`src/rtl/fwd_sel_ctrl.sv`:
```
// fwd_sel_ctrl: EX-stage operand forwarding selects and load-use stall for a 3-slot in-flight tracker.
// Define FWD_STATS_EN to add saturating stall_cnt / fwd_cnt event counters.
module fwd_sel_ctrl #(
  parameter int REG_AW = 6
) (
  input  logic              clk,
  input  logic              rst,
  input  logic              id_valid,
  input  logic [REG_AW-1:0] id_rs,
  input  logic [REG_AW-1:0] id_rt,
  input  logic [REG_AW-1:0] id_rd,
  input  logic              id_wen,
  input  logic              id_is_load,
  input  logic              flush,
  output logic [1:0]        fwd_sel_a,
  output logic [1:0]        fwd_sel_b,
  output logic              stall
`ifdef FWD_STATS_EN
  ,
  output logic [15:0]       stall_cnt,
  output logic [15:0]       fwd_cnt
`endif
);

  typedef struct packed {
    logic              valid;
    logic [REG_AW-1:0] rd;
    logic              wen;
    logic              is_load;
  } slot_t;

  localparam logic [1:0] SEL_RF  = 2'b00;
  localparam logic [1:0] SEL_MEM = 2'b01;
  localparam logic [1:0] SEL_WB  = 2'b10;
  localparam logic [1:0] SEL_RET = 2'b11;

  slot_t      ex_r;
  slot_t      mem_r;
  slot_t      wb_r;
  slot_t      id_slot_s;
  logic       stall_s;
  logic       issue_s;
  logic [1:0] sel_a_s;
  logic [1:0] sel_b_s;

  // r0 is hardwired zero, so a write to it never produces a forwardable value.
  function automatic logic is_producer(input slot_t s, input logic [REG_AW-1:0] r);
    return s.valid && s.wen && (s.rd == r) && (r != {REG_AW{1'b0}});
  endfunction

  // Selects are named for where the producer will sit once the consumer reaches EX.
  function automatic logic [1:0] pick_sel(input slot_t ex, input slot_t mem, input slot_t wb,
                                          input logic [REG_AW-1:0] r);
    logic [1:0] sel;
    if (is_producer(ex, r)) begin
      sel = SEL_MEM;
    end else if (is_producer(mem, r)) begin
      sel = SEL_WB;
    end else if (is_producer(wb, r)) begin
      sel = SEL_RET;
    end else begin
      sel = SEL_RF;
    end
    return sel;
  endfunction

  // Hazard detection and issue-time select computation against pre-edge slots.
  always_comb begin
    stall_s   = id_valid && !flush && ex_r.is_load &&
                (is_producer(ex_r, id_rs) || is_producer(ex_r, id_rt));
    issue_s   = id_valid && !stall_s && !flush;
    id_slot_s = '{valid: 1'b1, rd: id_rd, wen: id_wen, is_load: id_is_load};
    if (issue_s) begin
      sel_a_s = pick_sel(ex_r, mem_r, wb_r, id_rs);
      sel_b_s = pick_sel(ex_r, mem_r, wb_r, id_rt);
    end else begin
      sel_a_s = SEL_RF;
      sel_b_s = SEL_RF;
    end
  end

  assign stall = stall_s;

  // Tracker shift and select registers; stall or flush turns the EX entry into a bubble.
  always_ff @(posedge clk or posedge rst) begin
    if (rst) begin
      ex_r      <= '0;
      mem_r     <= '0;
      wb_r      <= '0;
      fwd_sel_a <= SEL_RF;
      fwd_sel_b <= SEL_RF;
    end else begin
      wb_r      <= mem_r;
      mem_r     <= ex_r;
      ex_r      <= issue_s ? id_slot_s : '0;
      fwd_sel_a <= sel_a_s;
      fwd_sel_b <= sel_b_s;
    end
  end

`ifdef FWD_STATS_EN
  // Saturating event counters; a dual-operand forward counts once per issue.
  always_ff @(posedge clk or posedge rst) begin
    if (rst) begin
      stall_cnt <= 16'h0000;
      fwd_cnt   <= 16'h0000;
    end else begin
      if (stall_s && (stall_cnt != 16'hFFFF)) begin
        stall_cnt <= stall_cnt + 16'd1;
      end
      if (issue_s && ((sel_a_s != SEL_RF) || (sel_b_s != SEL_RF)) && (fwd_cnt != 16'hFFFF)) begin
        fwd_cnt <= fwd_cnt + 16'd1;
      end
    end
  end
`endif

endmodule
```
`config.mk`:
```
export PLATFORM = sky130hd
export DESIGN_NAME = fwd_sel_ctrl
export DESIGN_NICKNAME = d
export VERILOG_FILES = /design/src/rtl/fwd_sel_ctrl.sv
export SDC_FILE = /design/constraint.sdc
export NUM_CORES = 1
export LEC_CHECK = 0
export ABC_AREA = 1
export BUFFER_PORTS_ARGS = -buffer_cell sky130_fd_sc_hd__buf_2
export CAP_MARGIN = 20
export CORE_ASPECT_RATIO = 1.25
export CORE_MARGIN = 2
export CORE_UTILIZATION = 49
export CTS_CLUSTER_SIZE = 24
export DETAILED_ROUTE_END_ITERATION = 8
export GPL_ROUTABILITY_DRIVEN = 0
export PLACE_DENSITY = 0.82
export SYNTH_ARGS = -nofsm -noshare
export SYNTH_HDL_FRONTEND = slang
export SYNTH_SLANG_ARGS = --single-unit
export TNS_END_PERCENT = 30
```
`constraint.sdc`:
```
create_clock -name clk -period 1.2 [get_ports clk]
set_input_delay 0.06 -clock clk [delete_from_list [all_inputs] [get_ports clk]]
set_output_delay 0.06 -clock clk [all_outputs]
set_load 0.1 [all_outputs]
```
==> impl_results.md <==
- Outcome: finished with violations
- Failing checks: negative setup slack
- Final wirelength: approximately 3800 microns
- Largest family of logic cells by synthesized area: simple AND/OR/NAND/NOR gates
- WL/cell: 11.9 microns
- Hold Crit Class: input pin to register
- Synth Area in Compound Gates: 4.82%
- Cell Rows: 23
- Mean area per synthesized cell: between 7 and 8 sq um
- Final slew viol count: 0
- Post-Synth XOR/XNOR Area: 3.87%
- Clk sinks: 29
- Synth Area in Simple Gates: 33.8%
- Setup CP Type: register to output port
- Maxcap violations: 0
- DRC violations left: 0
- Leading cell type in the layout, fill and taps excluded: nand2_1
- Post-route worst setup slack: -0.445 ns
- CORE AREA: 3140 sq um
- Synth warn: 0
- Final Hold Vio Count: 0
- Fraction of synthesized area in multiplexers: 0%
- CTS H-tree lvls: 2
- Vias in the first global route: 1465
- Final Cycle Share: 137%
- P_leak: 0.00118 uW
- Worst-Skew Late Latency: 0.28 ns
- Switching power share of the total: about a quarter
- Critical path's largest stage delay: 0.39 ns
- Die Height: slightly below 70 microns
- DR vias/cell: between 4 and 5
- Layout overhead on the synthesized area: 33.1%
- Worst Skew: ~0.0046 ns
- Commonest non-fill, non-tap cells in the layout: 61 x nand2_1, 40 x inv_1, 29 x nor2_1
- GRT Util Overall: 23.8%
- Peak VDD IR: between 0.8 and 0.9 mV
- Post-Place Cells: approximately 300
- Die area: ~3700 sq um
- NetSw: ~560 uW
- Post-DP HPWL: between 2000 and 3000 microns
- Clk slew on worst S/H paths: 0.06 ns
- Initial core utilization: between 50% and 60%
- Internal power: 1750 uW
- Root buf cell: clkbuf_8
- Final setup viols: 14
- Detail Route Antenna Nets: 0
- GRT Residual Overflow: 0
- RSZ-0062 raised after global routing: yes
- Initial drt markers: 60
- Yosys top cell by area: dfrtp_1
- Seq pwr share: a little under half
- Critical-path top delay cell: dfrtp_1
- Netlist cell types: 19
- Synthesized net count: 243
- Combinational power share: about an eighth
- Crit path max fanout: 4
- Layout cells sized above 1: between 20% and 30%
- Crit-path leading delay family: simple AND/OR/NAND/NOR gates
- # nets final: 302
- Dpl ws: -0.187 ns
- Worst Path Arrival: ~1.6 ns
- Max transition margin: 68.0%
- CTS buffer count: 5
- Worst setup EP type: output port
- PwrDens: 1090 nW/um^2
- Via count: approximately 1500
- 1st-pass router iterations: 4
- CP Cell Sequence: inv_1 -> nand2_1 -> nand2_1 -> nor2_1 -> nand2_1 -> nor2_2 -> nand2_2 -> nand2_2 -> nand2_4 -> clkinvlp_4 -> buf_12
- Die Width: 54.8 microns
- Number of diodes: 0
- Initial antenna violation count: 0
- Seq/Total Area, Yosys: 45.8%
- CP Buf/Inv Count: 3
- Post-synthesis adder-cell area fraction: 0%
- First-pass GRT wire length: between 6000 and 7000 microns
- IO Port Bufs: 28
- Clock power frac: around two fifths
- Setup slack, reg-to-reg: -0.29 ns
- Synth top area cells: dfrtp_1 46%, nand2_1 14%, inv_1 10%
- Synthesized cell area: 1580 sq um
- Syn Inst Count: 219
- Finished Layout Cells: 315
- Largest net degree at the start of global routing: 30
- Fin crit period: 1.64 ns
- Crit path launch type: register
- Post-synth top area share: 45.8%
- TritonCTS clock tree: built
- Post-synthesis register bit count: 29
- # IOs: 29
- Most common cell on crit path: nand2_1
- Fmax: approximately 0.6 GHz
- Total chip power: 2300 uW
- Maximum clock path buffer count: 2
- Data required, critical path: 1.14 ns
- Worst slew pin tran: 0.484 ns
state kept, by name, summed over array words and instances (netlist names):
| register | count |
|---|---|
| fwd_sel_a | 2 |
| wb_r | 8 |
| fwd_sel_b | 2 |
| mem_r | 8 |
| ex_r | 9 |
synth_stat cells:
| cell | count |
|---|---|
| a21oi_1 | 5 |
| buf_12 | 1 |
| dfrtp_1 | 29 |
| inv_1 | 42 |
| inv_2 | 2 |
| nand2_1 | 61 |
| nand2_2 | 3 |
| nand2_4 | 2 |
| nand3_1 | 12 |
| nand4_1 | 1 |
| nor2_1 | 30 |
| nor2_2 | 10 |
| nor3_1 | 2 |
| o21ai_0 | 9 |
| o22ai_1 | 1 |
| or2_0 | 1 |
| or2_2 | 1 |
| xnor2_1 | 5 |
| xor2_1 | 2 |
power by group through the flow:
stage / combinational [uW] / sequential, uW / clock [uW]
3_5_place_dp: 273 / 1060 / 0
2_1_floorplan: 165 / 1050 / 0
6_report: 306 / 1040 / 959
4_1_cts: 300 / 1040 / 973
5_1_grt: 345 / 1040 / 1030
3_3_place_gp: 269 / 1060 / 0
metrics by stage:
step / setup TNS [ns] / hold slack, ns / cell area (sq um) / util (%)
floorplan: -1.30 / 0.138 / 1590 / -
global route: -5.99 / -0.000698 / 2110 / 67.2
detailed placement: -2.31 / 0.148 / 1870 / 59.7
finish: -4.06 / 0.00657 / 2110 / 67.2
global placement: -2.27 / 0.143 / 1870 / 59.7
CTS: -3.74 / 0.000534 / 2090 / 66.7
worst reg2reg max path: cells and delay by family (launching register included):
family                 cells  cell delay (ns)
and+or+nand+nor           10             0.74
buffers and inverters      2             0.24
DFF                        1             0.39
logic make-up after synthesis:
| group | Yosys count |
|---|---|
| simple gates | 123 |
| buf+inv | 45 |
| compound gates | 15 |
| flops | 29 |
| xor+xnor | 7 |
metal layers:
layer | part of all wire (%) | GRT usage (%)
met5 | 0 | 0
met4 | 4.2 | 15.6
met3 | 5.3 | 4.65
met2 | 50 | 37.9
met1 | 41 | 28.4
worst paths after layout:
kind | start | to | cells past startpoint
min reg2reg | ex_r[8] | mem_r[8] | 0
min | id_rd[3] | ex_r[5] | 3
max in group asynchronous | rst | ex_r[3] | 4
min in group asynchronous | rst | ex_r[1] | 4
max reg2reg | ex_r[5] | fwd_sel_a[1] | 12
max | ex_r[5] | stall | 11
area by class of cell:
cell class	instances	area (sq um)
fillers	249	1030
flip-flops and latches	29	727
multi-input cells	146	708
repair buffers	52	353
inverters	44	169
clock buffers	5	68.8
well taps	37	46.3
clock inverters	2	35.0
what timing repair did:
action,in CTS,in global routing
hold buffers,7,0
setup endpoints to repair,14,14
buffers inserted,2,1
gates cloned,1,0
gates resized for setup,3,3
hold endpoints to repair,35,0
pin swaps,4,2
Note: power is estimated with default switching activity, not from simulation.
